$ cat config.mk
export PLATFORM = sky130hd
export DESIGN_NAME = frame_pixel_engine
export DESIGN_NICKNAME = d
export VERILOG_FILES = /design/src/rtl/frame_pixel_engine.sv
export SDC_FILE = /design/constraint.sdc
export NUM_CORES = 1
export LEC_CHECK = 0
export ABC_AREA = 1
export CAP_MARGIN = 30
export CORE_UTILIZATION = 49
export CTS_CLUSTER_DIAMETER = 60
export DETAILED_ROUTE_END_ITERATION = 16
export MAX_ROUTING_LAYER = met4
export PLACE_DENSITY = 0.8
export SLEW_MARGIN = 20
export SYNTH_ARGS = -nofsm -noshare
export SYNTH_HDL_FRONTEND = slang
export SYNTH_SLANG_ARGS = --single-unit
$ cat constraint.sdc
create_clock -name clk25 -period 2.7 [get_ports clk25]
set_input_delay 0.405 -clock clk25 [delete_from_list [all_inputs] [get_ports clk25]]
set_output_delay 0.405 -clock clk25 [all_outputs]
set_load 0.02 [all_outputs]
$ cat src/rtl/frame_pixel_engine.sv
// frame_pixel_engine: streams one frame from the camera-side frame buffer to
// the VGA-side frame buffer, one pixel per clk25 cycle, applying a per-frame
// pixel mode (pass, threshold, invert, centre crop).
// Optional feature macro: FRAME_STATS_EN adds hist_count, the number of
// nonzero pixels written in the last completed frame.
`timescale 1ns/1ps

module frame_pixel_engine #(
  parameter int WIDTH    = 640,
  parameter int HEIGHT   = 480,
  parameter int DIN_W    = 8,
  parameter int DOUT_W   = 4,
  parameter int ADDR_W   = 19,
  parameter int READ_LAT = 1,
  parameter int CROP_W   = 320,
  parameter int CROP_H   = 240,
  parameter int FREE_RUN = 1
) (
  input  logic              clk25,
  input  logic              rst,
  input  logic              start,
  input  logic              stall,
  input  logic [1:0]        mode,
  input  logic [DIN_W-1:0]  thresh,
  input  logic [DIN_W-1:0]  din,
  output logic [ADDR_W-1:0] rd_addr,
  output logic [ADDR_W-1:0] wr_addr,
  output logic [DOUT_W-1:0] dout,
  output logic              we,
  output logic              busy,
  output logic              frame_done
`ifdef FRAME_STATS_EN
  ,
  output logic [ADDR_W-1:0] hist_count
`endif
);

  localparam int XW = (WIDTH > 1) ? $clog2(WIDTH) : 1;
  localparam int YW = (HEIGHT > 1) ? $clog2(HEIGHT) : 1;
  localparam logic [ADDR_W-1:0] LAST_ADDR = ADDR_W'(WIDTH * HEIGHT - 1);
  localparam logic [XW-1:0] X_LAST = XW'(WIDTH - 1);
  localparam logic [YW-1:0] Y_LAST = YW'(HEIGHT - 1);
  localparam logic [XW-1:0] X_LO = XW'((WIDTH - CROP_W) / 2);
  localparam logic [XW-1:0] X_HI = XW'((WIDTH - CROP_W) / 2 + CROP_W - 1);
  localparam logic [YW-1:0] Y_LO = YW'((HEIGHT - CROP_H) / 2);
  localparam logic [YW-1:0] Y_HI = YW'((HEIGHT - CROP_H) / 2 + CROP_H - 1);

  typedef enum logic [1:0] {IDLE, RUN, DRAIN, DONE} state_t;

  state_t              state_q, state_d;
  logic [ADDR_W-1:0]   rdAddr_q, rdAddr_d;
  logic [XW-1:0]       xPos_q, xPos_d;
  logic [YW-1:0]       yPos_q, yPos_d;
  logic [1:0]          mode_q;
  logic [DIN_W-1:0]    thresh_q;
  logic                issue, enterRun, inWindow;

  logic [READ_LAT-1:0]             pipeValid_q;
  logic [READ_LAT-1:0]             pipeWin_q;
  logic [READ_LAT-1:0][ADDR_W-1:0] pipeAddr_q;

  logic                we_q;
  logic [ADDR_W-1:0]   wrAddr_q;
  logic [DOUT_W-1:0]   dout_q;
  logic [DOUT_W-1:0]   pixel;

  assign inWindow = (xPos_q >= X_LO) && (xPos_q <= X_HI) &&
                    (yPos_q >= Y_LO) && (yPos_q <= Y_HI);

  // Next-state logic: read issue, address and x/y advance, and frame restart.
  always_comb begin
    state_d  = state_q;
    rdAddr_d = rdAddr_q;
    xPos_d   = xPos_q;
    yPos_d   = yPos_q;
    issue    = 1'b0;
    enterRun = 1'b0;
    case (state_q)
      IDLE: begin
        if (start || (FREE_RUN != 0)) begin
          state_d  = RUN;
          enterRun = 1'b1;
        end
      end
      RUN: begin
        if (!stall) begin
          issue = 1'b1;
          if (rdAddr_q == LAST_ADDR) begin
            state_d = DRAIN;
          end else begin
            rdAddr_d = rdAddr_q + 1'b1;
          end
          if (xPos_q == X_LAST) begin
            xPos_d = '0;
            yPos_d = (yPos_q == Y_LAST) ? '0 : yPos_q + 1'b1;
          end else begin
            xPos_d = xPos_q + 1'b1;
          end
        end
      end
      DRAIN: begin
        if (pipeValid_q == '0) begin
          state_d = DONE;
        end
      end
      DONE: begin
        if (FREE_RUN != 0) begin
          state_d  = RUN;
          enterRun = 1'b1;
        end else begin
          state_d = IDLE;
        end
      end
      default: state_d = IDLE;
    endcase
    if (enterRun) begin
      rdAddr_d = '0;
      xPos_d   = '0;
      yPos_d   = '0;
    end
  end

  // State, read address, x/y position, and per-frame mode/threshold latch.
  always_ff @(posedge clk25 or posedge rst) begin
    if (rst) begin
      state_q  <= IDLE;
      rdAddr_q <= '0;
      xPos_q   <= '0;
      yPos_q   <= '0;
      mode_q   <= '0;
      thresh_q <= '0;
    end else begin
      state_q  <= state_d;
      rdAddr_q <= rdAddr_d;
      xPos_q   <= xPos_d;
      yPos_q   <= yPos_d;
      if (enterRun) begin
        mode_q   <= mode;
        thresh_q <= thresh;
      end
    end
  end

  // Read-latency pipeline; it shifts every cycle so a stall becomes a bubble.
  always_ff @(posedge clk25 or posedge rst) begin
    if (rst) begin
      pipeValid_q <= '0;
      pipeWin_q   <= '0;
      pipeAddr_q  <= '0;
    end else begin
      pipeValid_q[0] <= issue;
      pipeWin_q[0]   <= inWindow;
      pipeAddr_q[0]  <= rdAddr_q;
      for (int i = 1; i < READ_LAT; i++) begin
        pipeValid_q[i] <= pipeValid_q[i-1];
        pipeWin_q[i]   <= pipeWin_q[i-1];
        pipeAddr_q[i]  <= pipeAddr_q[i-1];
      end
    end
  end

  // Pixel function applied to the memory data arriving at the pipeline tail.
  always_comb begin
    pixel = '0;
    case (mode_q)
      2'd0: pixel = din[DIN_W-1 -: DOUT_W];
      2'd1: pixel = (din >= thresh_q) ? {DOUT_W{1'b1}} : {DOUT_W{1'b0}};
      2'd2: pixel = ~din[DIN_W-1 -: DOUT_W];
      default: pixel = pipeWin_q[READ_LAT-1] ? din[DIN_W-1 -: DOUT_W] : {DOUT_W{1'b0}};
    endcase
  end

  // Registered write stage; address and data hold when nothing is written.
  always_ff @(posedge clk25 or posedge rst) begin
    if (rst) begin
      we_q     <= 1'b0;
      wrAddr_q <= '0;
      dout_q   <= '0;
    end else begin
      we_q <= pipeValid_q[READ_LAT-1];
      if (pipeValid_q[READ_LAT-1]) begin
        wrAddr_q <= pipeAddr_q[READ_LAT-1];
        dout_q   <= pixel;
      end
    end
  end

  assign rd_addr    = rdAddr_q;
  assign wr_addr    = wrAddr_q;
  assign dout       = dout_q;
  assign we         = we_q;
  assign busy       = (state_q == RUN) || (state_q == DRAIN);
  assign frame_done = (state_q == DONE);

`ifdef FRAME_STATS_EN
  logic [ADDR_W-1:0] histCnt_q, histOut_q;

  // Count nonzero written pixels; publish the total in the DONE cycle.
  always_ff @(posedge clk25 or posedge rst) begin
    if (rst) begin
      histCnt_q <= '0;
      histOut_q <= '0;
    end else begin
      if (enterRun) begin
        histCnt_q <= '0;
      end else if (we_q && (dout_q != '0)) begin
        histCnt_q <= histCnt_q + 1'b1;
      end
      if (state_q == DONE) begin
        histOut_q <= histCnt_q;
      end
    end
  end

  assign hist_count = histOut_q;
`endif

endmodule

==> qor.yml, run 1 <==
power_frac_comb: 0.186
grt_pass1_vias: 3818
drv_cap: 0
drv_slew: 0
syn_area_mm2: 0.00476
drtAntennaViolNets: 0
drive_gt1_frac: 0.0746
synth_area_per_cell_um2: 8.12
fp.dieW_um: 101
power_frac_clock: 0.311
ctsResizeCount: 0
path_cells: "inv_1 > ha_1 > inv_2 > clkdlybuf4s50_1"
mostFrequentLayoutCell: "nand2_1"
gp_congestion: 0.962
drt-total-wl_um: 10500
drtPass1Iterations: 5
reg2reg_depth: 10
setup_viol: 0
rsz0062_at_grt: "no"
grt_pass1_wl_um: 17300
cts_num_sinks: 95
p_int_mw: 2.40
power_density_mw_per_mm2: 592
required_ns: 2.30
hold_class: "input pin to async pin"
wl_per_cell_um: 13.3
hold_viol: 0
cp-end-kind: "output pin"
switching_power_mw: 1.02
setup_tns_ns: 0
rrSetupSlack_ns: 0.51
grt_max_degree: 37
io_buffers: 65
via_per_inst: 5.10
cts_buffers: 9
initial_utilization: 0.510
tightest_slew_ns: 0.684
htreeDepth: 3
timing.final.ws_setup_ns: 0.285
core_area_mm2: 0.00933
nets: 691
worstSetupPathType: "register to output pin"
antennaDiodeCount: 0
start_kind: "register"
p_leak_nw: 2.82
max_slew_margin: 0.544
crit_family: "buffers and inverters"
die_h_um: 101
async_flop_share: 1.00
clk_pin_slew_ns: 0.10
dp.cells: 770
instances_no_fill: 786
fin_skew_ns: 0.0108
synth_edf_count: 0
hold_ws_ns: 0.454
slowest_delay_ns: 0.64
ys_warn_count: 0
rows: 35
r2r-end: "rd_addr[3]"
pwr-share-seq: 0.503
fmax_mhz: 414
clock_path_buffers: 2
cts_hold_buf: 0
area_growth_pct: 21.2
peakVddDrop_v: 0.000369
vias: 4010
syn_inst: 586
path_buf_inv: 3
final.min_clock_period_ns: 2.41
status: "completed"
pre_cts_slack_ns: 0.584
grtUsageTotal: 0.226
crit_path_top_delay_cell: "clkdlybuf4s50_1"
synth-seq-area-share: 0.499
clockRootBuffer: "clkbuf_8"
grt_overflow: 0
synth_ff_type: "dfrtp_1"
grt_antenna_before_repair: 0
die_area_mm2: 0.0101
switching_share: 0.299
timing.final.crit_share: 0.894
cts_setup_buffers: 0
drc_errors: 0
io_pins: 67
hpwlAfterDp_um: 7550
r2r-start: "state_q[0]"
syn-num-nets: 625
power.total_mw: 3.42
clk_latency_ns: 0.37
final_cell_mix: "nand2_1, dfrtp_1, clkdlybuf4s50_1"
crit_arrival_ns: 2.01
synth_seq_cells: 95
drt_iter0_markers: 252
crit_fanout: 8
cts_tree: "built"
ys_types: 35
-- metal layers --
layer  vias to the layer above  global-route usage  wire length, µm
li1                       1982                   -                -
met1                      1868               0.279             4660
met2                       130               0.366             5060
met3                        30              0.0368              505
met4                         0               0.106              263
met5                         -                   -                0
-- synthesized netlist by cell type (2+ instances only) --
cell type	n	area (µm²)
o21ai_2	13	114
buf_1	3	11.3
clkbuf_1	6	22.5
nand3_1	31	155
or2_2	4	25.0
nor2_2	2	12.5
a21oi_1	9	45.0
inv_2	2	7.51
nand3_2	2	20.0
buf_6	2	22.5
nor3_1	8	40.0
ha_1	17	213
and2_1	3	18.8
nand4_1	16	100
nor2_1	58	218
o21bai_1	4	30.0
nand2_1	199	747
o21ai_1	4	20.0
xor2_1	9	78.8
o21ai_0	24	120
buf_2	2	10.0
inv_1	60	225
dfrtp_1	95	2380
a31oi_1	2	12.5
-- worst max path at each step --
| stage | from | slack, ns | end | cells after the start |
|---|---|---|---|---|
| global placement | stall | 0.65 | rd_addr[7] | 8 |
| CTS | state_q[0] | 0.29 | busy | 4 |
| global route | state_q[0] | 0.22 | busy | 4 |
| floorplan | state_q[0] | 0.82 | busy | 6 |
| detailed placement | state_q[0] | 0.58 | rd_addr[3] | 10 |
| finish | state_q[0] | 0.29 | busy | 4 |
-- through the flow --
stage / area (µm²) / util
finish: 5770 / 0.618
global route: 5770 / 0.618
CTS: 5770 / 0.618
detailed placement: 5540 / 0.594
global placement: 5540 / 0.594
floorplan: 4760 / -
-- power groups by stage --
stage               combinational [mW]  clock (mW)  sequential, mW
finish                           0.635        1.06            1.72
global route                     0.699        1.14            1.74
CTS                              0.638        1.08            1.72
detailed placement               0.634           0            1.74
global placement                 0.611           0            1.74
floorplan                        0.320           0            1.79
-- final cells by class --
| class | instances | area [µm²] |
|---|---|---|
| clock inverter | 6 | 92.6 |
| tap | 129 | 161 |
| multi-input combinational | 413 | 2040 |
| sequential | 95 | 2380 |
| fill | 779 | 3560 |
| clock buffer | 10 | 138 |
| timing repair buffer | 71 | 721 |
| inverter | 62 | 236 |
-- sequential cells by signal (all words and copies together) (netlist names) --
signal,count
thresh_q,8
state_q,2
pipeWin_q,1
rd_addr,19
we,1
dout,4
pipeValid_q,1
pipeAddr_q,19
wr_addr,19
xPos_q,10
mode_q,2
yPos_q,9
-- cells by family (layout without fill, tap and decap cells) --
logic type                 Yosys count  after routing  share of synthesized area
buffers and inverters               78            149                     0.0717
AOI/OAI and AO/OA                   60             60                     0.0794
and+or+nand+nor                    327            327                      0.288
adders and majority gates           17             17                     0.0447
xor gates and xnor gates             9              9                     0.0166
DFF                                 95             95                      0.499
-- worst register-to-register path: stages (launching register included) --
cell     delay [ns]
dfrtp_1        0.40
inv_1          0.09
ha_1           0.33
inv_2          0.19
nand2_1        0.07
nand2_1        0.17
inv_2          0.13
nand2_4        0.35
inv_1          0.19
nand2_1        0.11
nand2_1        0.06
Note: power is estimated with default switching activity, not from simulation.
==> run 2, diff against run 1 <==
--- a/config.mk
+++ b/config.mk
@@ -7,11 +7,11 @@
 export LEC_CHECK = 0
 export ABC_AREA = 1
 export CAP_MARGIN = 30
-export CORE_UTILIZATION = 49
+export CORE_UTILIZATION = 39
 export CTS_CLUSTER_DIAMETER = 60
 export DETAILED_ROUTE_END_ITERATION = 16
 export MAX_ROUTING_LAYER = met4
-export PLACE_DENSITY = 0.8
+export PLACE_DENSITY = 0.67
 export SLEW_MARGIN = 20
 export SYNTH_ARGS = -nofsm -noshare
 export SYNTH_HDL_FRONTEND = slang
==> constraint.sdc (replaced) <==
create_clock -name clk25 -period 2.7 [get_ports clk25]
set_input_delay 0.405 -clock clk25 [delete_from_list [all_inputs] [get_ports clk25]]
set_output_delay 0.405 -clock clk25 [all_outputs]
set_load 0.1 [all_outputs]
==> run 2 against run 1 <==
Effect of this change: non-clock buffer count increased by 1; flip-flop and latch count did not move; maximum frequency rose by 6.5%; clock-buffer cell count unchanged; total power grew 16%; via count is 2.2% lower; clock power increased by 18%; worst setup slack better by 0.15 ns; core utilization down 12 points; largest cell class unchanged; highest routed layer unchanged.
==> qor.yml, run 2 (synthesized netlist as in run 1, its figures left out) <==
cts_setup_buffers: 0  # unchanged
worst_hold_startpoint: "pipeAddr_q[3]"
max_slew_margin: 0.551  # +0.00756
timing.final.crit_share: 0.840  # -0.0545
die_h_um: 112  # +12%
rows: 39  # +11%
power_density_mw_per_mm2: 691  # +17%
initial_utilization: 0.408  # -0.102
drtPass1Iterations: 4  # -1
hpwlAfterDp_um: 7110  # -5.8%
drt_iter0_markers: 174  # -31%
drv_slew: 0  # unchanged
instances_no_fill: 801  # +1.9%
drv_cap: 0  # unchanged
wl_per_cell_um: 12.1  # -9.2%
grt_pass1_vias: 3699  # -3.1%
cts_hold_buf: 0  # unchanged
clk_latency_ns: 0.35  # -0.02 ns
mostFrequentLayoutCell: "nand2_1"
grtUsageTotal: 0.171  # -0.0547
gp_congestion: 0.909  # -5.4%
htreeDepth: 3  # unchanged
crit_fanout: 17  # +9
final_cell_mix: "nand2_1, dfrtp_1, inv_1"
fmax_mhz: 441  # +6.5%
clock_path_buffers: 2  # unchanged
io_pins: 67  # unchanged
rsz0062_at_grt: "no"
tightest_slew_ns: 0.672  # -0.0120 ns
clockRootBuffer: "clkbuf_16"
antennaDiodeCount: 0  # unchanged
grt_pass1_wl_um: 16900  # -2.2%
reg2reg_depth: 10  # unchanged
switching_power_mw: 1.48  # +45%
final.min_clock_period_ns: 2.27  # -0.147 ns
cp-end-kind: "output pin"
fin_skew_ns: 0.00566  # -0.00511 ns
required_ns: 2.30  # about the same
r2r-start: "state_q[0]"
critPathLaunch: "state_q[0]"
crit_arrival_ns: 1.86  # -0.15 ns
vias: 3923  # -2.2%
drive_gt1_frac: 0.144  # +0.0698
grt_overflow: 0  # unchanged
fp.dieW_um: 112  # +12%
via_per_inst: 4.90  # -4.0%
hold_class: "register to register"
power_frac_clock: 0.315  # +0.004
core_area_mm2: 0.0117  # +25%
drc_errors: 0  # unchanged
peakVddDrop_v: 0.000345  # -6.4%
dp.cells: 785  # +1.9%
status: "completed"
cts_num_sinks: 95  # unchanged
io_buffers: 65  # unchanged
grt_antenna_before_repair: 0  # unchanged
start_kind: "register"
p_int_mw: 2.49  # +3.9%
hold_viol: 0  # unchanged
die_area_mm2: 0.0127  # +25%
cts_buffers: 9  # unchanged
setup_tns_ns: 0  # unchanged
cts_tree: "built"
switching_share: 0.373  # +0.0745
ctsResizeCount: 0  # unchanged
clk_pin_slew_ns: 0.07  # -0.03 ns
holdPathStages: 2
p_leak_nw: 2.95  # +4.4%
pwr-share-seq: 0.432  # -0.071
area_growth_pct: 20.9
drtAntennaViolNets: 0  # unchanged
nets: 692  # +0.14%
grt_max_degree: 35  # -5.4%
drt-total-wl_um: 9710  # -7.4%
setup_viol: 0  # unchanged
worstSetupPathType: "register to output pin"
power_frac_comb: 0.253  # +0.067
[run 2: cell count changes in the layout (fill, tap and decap cells not counted), moves of 2 or more]
cell,delta
buf_4,+45
bufinv_16,-2
clkbuf_16,+9
clkbuf_8,-9
clkdlybuf4s50_1,-45
inv_6,+3
[run 2: worst max-delay path, stage by stage, from the launching register on]
cell and delay (ns):
dfrtp_1 0.38, inv_1 0.08, ha_1 0.32, inv_2 0.25, buf_4 0.28, buf_12 0.20
[run 2: power by group through the flow]
stage	Sequential (mW)	Clock [mW]	Combinational [mW]
finish	1.72	1.25	1.01
global route	1.74	1.34	1.08
CTS	1.71	1.28	1.01
detailed placement	1.74	0	1.01
global placement	1.73	0	0.999
floorplan	2.18	0	0.321
[run 2: worst paths after layout]
path | to | slack, ns
max in group asynchronous | xPos_q[8] | 1.57
hold / removal | wr_addr[3] | 0.45
setup reg to reg | rd_addr[6] | 0.49
min in group asynchronous | dout[2] | 0.51
hold reg to reg | wr_addr[3] | 0.45
setup / recovery | busy | 0.43
[run 2: area by class of cell]
type	count	area, µm²
Clock buffer	10	239
Clock inverter	6	53.8
Fill cell	1121	5910
Inverter	62	236
Multi-Input combinational cell	413	2040
Sequential cell	95	2380
Tap cell	143	179
Timing Repair Buffer	72	628
[run 2: stage by stage]
| step | util | area [µm²] | hold slack (ns) | worst slack [ns] | power (mW) |
|---|---|---|---|---|---|
| after floorplan | - | 4760 | 0.372 | 0.192 | 2.50 |
| after global placement | 0.468 | 5460 | 0.430 | 0.532 | 2.73 |
| after detailed placement | 0.468 | 5460 | 0.433 | 0.494 | 2.75 |
| after CTS | 0.494 | 5760 | 0.448 | 0.419 | 4.01 |
| after global routing | 0.494 | 5760 | 0.475 | 0.255 | 4.16 |
| final | 0.494 | 5760 | 0.446 | 0.432 | 3.97 |
[run 2: per-layer routing]
layer	wire length [µm]	GRT usage	up-vias
li1	-	-	1992
met1	4480	0.203	1847
met2	4800	0.292	67
met3	262	0.0265	17
met4	167	0.0693	0
met5	0	-	-
==> RTL edit 1 (flow settings as in run 1) <==
The parameter `FREE_RUN` goes from 1 to 0.
--- a/src/rtl/frame_pixel_engine.sv
+++ b/src/rtl/frame_pixel_engine.sv
@@ -16,3 +16,3 @@
   parameter int CROP_H   = 240,
-  parameter int FREE_RUN = 1
+  parameter int FREE_RUN = 0
 ) (
Check against the original RTL: not equivalent (Yosys sat finds a counterexample within 4 cycles, from zero or initial values and one cycle with rst high).
==> RTL edit 1 against run 1 <==
- area after synthesis is 2.8% lower
- sequential share of layout area is 1.1 points higher
- count of clock-buffer cells in the layout stayed put
- hold slack better by 4.6 ps
- sequential cell count stayed put
- worst setup slack better by 230 ps
- wire length is 0.76% lower
- via count is 5.5% lower
- register-to-register slack better by 30 ps
- clock skew is 2.4 ps higher
- highest routed layer unchanged
- final area is 2.5% lower
- critical path depth is 1 lower
Power is not compared: it rests on default switching activity, and its combinational part moved more than twofold at a synthesized area within 25%.
==> RTL edit 1: results (changes against run 1) <==
| Metric | Value |
|---|---|
| Post-synth top cells | nand2_1, dfrtp_1, nor2_1 |
| Register area share after synthesis | 51.4% (+1.4 points) |
| Vias in the first global route | 3732 (-2.3%) |
| Worst path max stage delay | 600 ps (-40 ps) |
| Worst EP arrival | 1780 ps (-230 ps) |
| I/O Buffers | 66 (+1.5%) |
| Initial DRC Count | 354 (+40%) |
| Slew headroom | 66.6% (+12 points) |
| Synth area leaders | dfrtp_1, nand2_1, ha_1 |
| First-pass GRT wire length | 17.3 mm (about the same) |
| Initial antenna violation count | 0 (unchanged) |
| Post-Place Cells | 697 (-9.5%) |
| Leakage Power | 2.69 nW |
| Maximum fanout along the worst path | 4 (-4) |
| Ratio of final minimum period to clock period | 81.1% (-8.4 points) |
| Hpwl dp | 7.37 mm (-2.4%) |
| Placer congestion estimate | 0.927 (-3.6%) |
| Layout cell share with drive strength beyond 1 | 9.30% (+1.8 points) |
| Total CTS buffers | 9 (unchanged) |
| Status | complete, no violations |
| # nets final | 637 (-7.8%) |
| GRT Overall Usage | 23.1% (+0.45 points) |
| DR vias | 3788 (-5.5%) |
| DR WL/cell | 14.6 um (+9.4%) |
| First-pass DRT Iterations | 8 (+3) |
| Worst-case clock buffer depth | 2 (unchanged) |
| Filler cells | 731 (-6.2%) |
| Synthesized instance count | 527 (-10%) |
| Synth cell types | 30 (-14%) |
RTL edit 1: power groups by stage:
stage	sequential, mW	clock, mW	combinational (mW)
after floorplan	2.27	0	1.05
after global placement	2.15	0	1.78
after detailed placement	2.17	0	1.87
after CTS	2.15	1.03	1.88
after global routing	2.21	1.10	2.06
final	2.15	1.01	1.87
RTL edit 1: per-layer routing:
layer | GRT usage [%] | routed length, um
met5 | - | 0
met4 | 8.94 | 320
met3 | 4.29 | 601
met2 | 38.2 | 5040
met1 | 28.1 | 4440
RTL edit 1: final timing paths:
kind | start | end | slack, ps | cells after the start
min in group clk25 | pipeAddr_q[11]$_DFF_PP0_ | wr_addr[11]$_DFFE_PP0P_ | 480 | 1
worst min-delay path | rst | rd_addr[2]$_DFFE_PP0P_ | 460 | 3
worst max-delay path | state_q[0]$_DFFE_PP0P_ | busy | 510 | 3
worst min register to register | pipeAddr_q[11]$_DFF_PP0_ | wr_addr[11]$_DFFE_PP0P_ | 480 | 1
max in group asynchronous | rst | rd_addr[10]$_DFFE_PP0P_ | 1900 | 3
worst max register to register | state_q[1]$_DFFE_PP0P_ | yPos_q[5]$_DFFE_PP0P_ | 540 | 10
RTL edit 1: cells by family after synthesis:
group / synth area share (%)
adders and majority gates: 4.86
buffers and inverters: 5.86
DFF: 51.4
muxes: 4.62
and+or+nand+nor: 23.8
xor gates and xnor gates: 2.65
AOI/OAI and AO/OA: 6.87
RTL edit 1: layout make-up:
type / instances / area [um^2] / share of cell area, %
timing repair buffer: 71 / 711 / 12.6
tap: 111 / 139 / 2.47
inverter: 53 / 203 / 3.60
sequential: 95 / 2380 / 42.3
clock buffer: 10 / 138 / 2.45
multi-input combinational: 367 / 1980 / 35.2
clock inverter: 6 / 75.1 / 1.34
RTL edit 1: metrics by stage:
stage          setup WS, ps  area [um^2]
6_report                511         5620
5_1_grt                 286         5620
4_1_cts                 504         5620
3_5_place_dp            493         5410
3_3_place_gp            567         5410
2_1_floorplan           926         4630
RTL edit 1: worst min-delay path, cell delays in order:
cell	delay [ps]
clkdlybuf4s50_1	440
clkinvlp_4	110
buf_12	290
==> RTL edit 2 (flow settings as in run 1) <==
Made on the original files. Register the input `thresh` before use, cleared by the reset. The logic sees it one clock later. The other inputs are not delayed to match.
--- a/src/rtl/frame_pixel_engine.sv
+++ b/src/rtl/frame_pixel_engine.sv
@@ -49,2 +49,12 @@
 
+  logic [DIN_W-1:0] thresh_r;
+
+  always_ff @(posedge clk25 or posedge rst) begin
+    if (rst) begin
+      thresh_r <= '0;
+    end else begin
+      thresh_r <= thresh;
+    end
+  end
+
   state_t              state_q, state_d;
@@ -138,3 +148,3 @@
         mode_q   <= mode;
-        thresh_q <= thresh;
+        thresh_q <= thresh_r;
       end
Behaviour: not the same (Yosys sat finds a counterexample within 4 cycles, from zero or initial values and one cycle with rst high).
==> RTL edit 2 against run 1 <==
- sequential share of layout area rose by 2.3 points
- highest routed layer unchanged
- wire length fell by 1.6%
- sequential cell count rose by 8
- clock power fell by 8%
- final cell count fell by 0.76%
- non-clock buffer count did not move
- total power fell by 0.33%
- via count fell by 0.72%
- register-to-register slack got worse by 80 ps
- final area rose by 2.7%
- area after synthesis rose by 3.6%
- largest power group unchanged
- worst setup slack got worse by 77 ps
- first-iteration DRC count rose by 8.7%
==> RTL edit 2: results (changes against run 1) <==
| Metric | Value |
|---|---|
| Status | complete, no violations |
| Multiplexer area fraction after synthesis | 0% (unchanged) |
| Met3 Resource Use GR | 4.58% (+0.91 points) |
| Compound-Gate Fraction of Synth Area | 7.46% (-0.48 points) |
| Synth cell types | 39 (+11%) |
| GRT met2 Usage | 35.3% (-1.4 points) |
| Maximum fanout along the worst path | 11 (+3) |
| Filler cells | 793 (+1.8%) |
| First-pass DRT Iterations | 6 (+1) |
| Register area share after synthesis | 52.2% (+2.3 points) |
| Clock Latency Late Sink | 370 ps (about the same) |
| Hold Crit Class | reg -> reg |
| Synth Area in XOR/XNOR | 2.49% (+0.83 points) |
| Layout cell share with drive strength beyond 1 | 8.19% (+0.73 points) |
| Area after DPL | 5720 um^2 (+3.3%) |
| Reg2Reg Setup Slack | 430 ps (-80 ps) |
| Leakage Power | 2.78 nW (-1.6%) |
| Vias in the first global route | 3808 (-0.26%) |
| HP Start | pipeAddr_q[6]$_DFF_PP0_ |
| Largest net degree at the start of global routing | 49 (+32%) |
| Post-Place Cells | 764 (-0.78%) |
| Worst path max stage delay | 670 ps (+30 ps) |
| WL final | 10.3 mm (-1.6%) |
| Setup WS pre-CTS | 522 ps (-62.1 ps) |
| Post-CTS setup buffer count | 0 (unchanged) |
| VDD IR max | 321 uV (-13%) |
| Slew @ Worst Pin | 686 ps (+2.04 ps) |
| # hold bufs at CTS | 0 (unchanged) |
| Fin area | 5920 um^2 (+2.7%) |
| WHS Endpoint | wr_addr[6]$_DFFE_PP0P_ |
| Vias per cell | 5.10 (about the same) |
| Synth area leaders | dfrtp_1, nand2_1, ha_1 |
| Post-synth top cells | nand2_1, dfrtp_1, nor2_1 |
| Fin cells | 780 (-0.76%) |
| Crit Reg-Reg Endpoint | rd_addr[7]$_DFFE_PP0P_ |
| Adder-cell share of the synthesized area | 4.31% (-0.16 points) |
| Hpwl dp | 7.34 mm (-2.7%) |
| Hold Slack | 452 ps (-1.42 ps) |
| GRT Overall Usage | 22.1% (-0.54 points) |
| Clock transition at path regs | 90 ps |
| Initial DRC Count | 274 (+8.7%) |
| Slowest CP cell | clkdlybuf4s50_1 |
| Avg Cell Area, Syn | 8.57 um^2 (+5.4%) |
| Skew final | 12.2 ps (+1.39 ps) |
| Worst-case clock buffer depth | 2 (unchanged) |
| Placer congestion estimate | 0.854 (-11%) |
| Worst EP arrival | 2090 ps (+80 ps) |
| # nets final | 681 (-1.4%) |
| RR Startpoint | rd_addr[0]$_DFFE_PP0P_ |
| Met1 usage | 27.8% (-0.066 points) |
| Ratio of final minimum period to clock period | 92.3% (+2.9 points) |
| I/O Buffers | 65 (unchanged) |
| First-pass GRT wire length | 17.3 mm (about the same) |
| Synth Net Count | 615 (-1.6%) |
## RTL edit 2: cell count changes after synthesis, moves of 3 or more
cell      before  now
nor3_1         8   11
nand3_1       31   25
o21ai_0       24   17
dfrtp_1       95  103
xnor2_1        0    4
o21ai_1        4    7
nand4_1       16   11
clkbuf_1       6    9
inv_1         60   46
## RTL edit 2: layer usage
| layer | vias to the layer above | wire length (um) |
|---|---|---|
| met2 | 131 | 5060 |
| li1 | 1961 | - |
| met1 | 1861 | 4490 |
| met4 | 0 | 220 |
| met5 | - | 0 |
| met3 | 28 | 554 |
## RTL edit 2: power by group
group | total, mW | internal [mW] | switching (mW) | leakage, nW
clock network | 0.973 | 0.436 | 0.536 | 0.0925
logic | 0.610 | 0.266 | 0.344 | 1.33
registers | 1.82 | 1.69 | 0.137 | 1.36
## RTL edit 2: kinds of logic after synthesis
| group | Yosys count |
|---|---|
| AOI/OAI and AO/OA | 57 |
| xor gates and xnor gates | 14 |
| adders and majority gates | 17 |
| buffers and inverters | 64 |
| DFF | 103 |
| and+or+nand+nor | 321 |
## RTL edit 2: worst max path at each step
stage	slack (ps)	endpoint	depth (start not counted)
final	210	busy	4
after global routing	90	busy	4
after CTS	200	busy	4
after detailed placement	520	yPos_q[3]$_DFFE_PP0P_	7
after global placement	580	yPos_q[3]$_DFFE_PP0P_	5
after floorplan	940	rd_addr[0]$_DFFE_PP0P_	10
## RTL edit 2: area by class of cell
| type | instances | share of cell area (%) |
|---|---|---|
| Timing Repair Buffer | 71 | 12.2 |
| Inverter | 48 | 3.11 |
| Tap cell | 133 | 2.81 |
| Multi-Input combinational cell | 409 | 35.0 |
| Sequential cell | 103 | 43.5 |
| Clock buffer | 9 | 2.09 |
| Clock inverter | 7 | 1.33 |
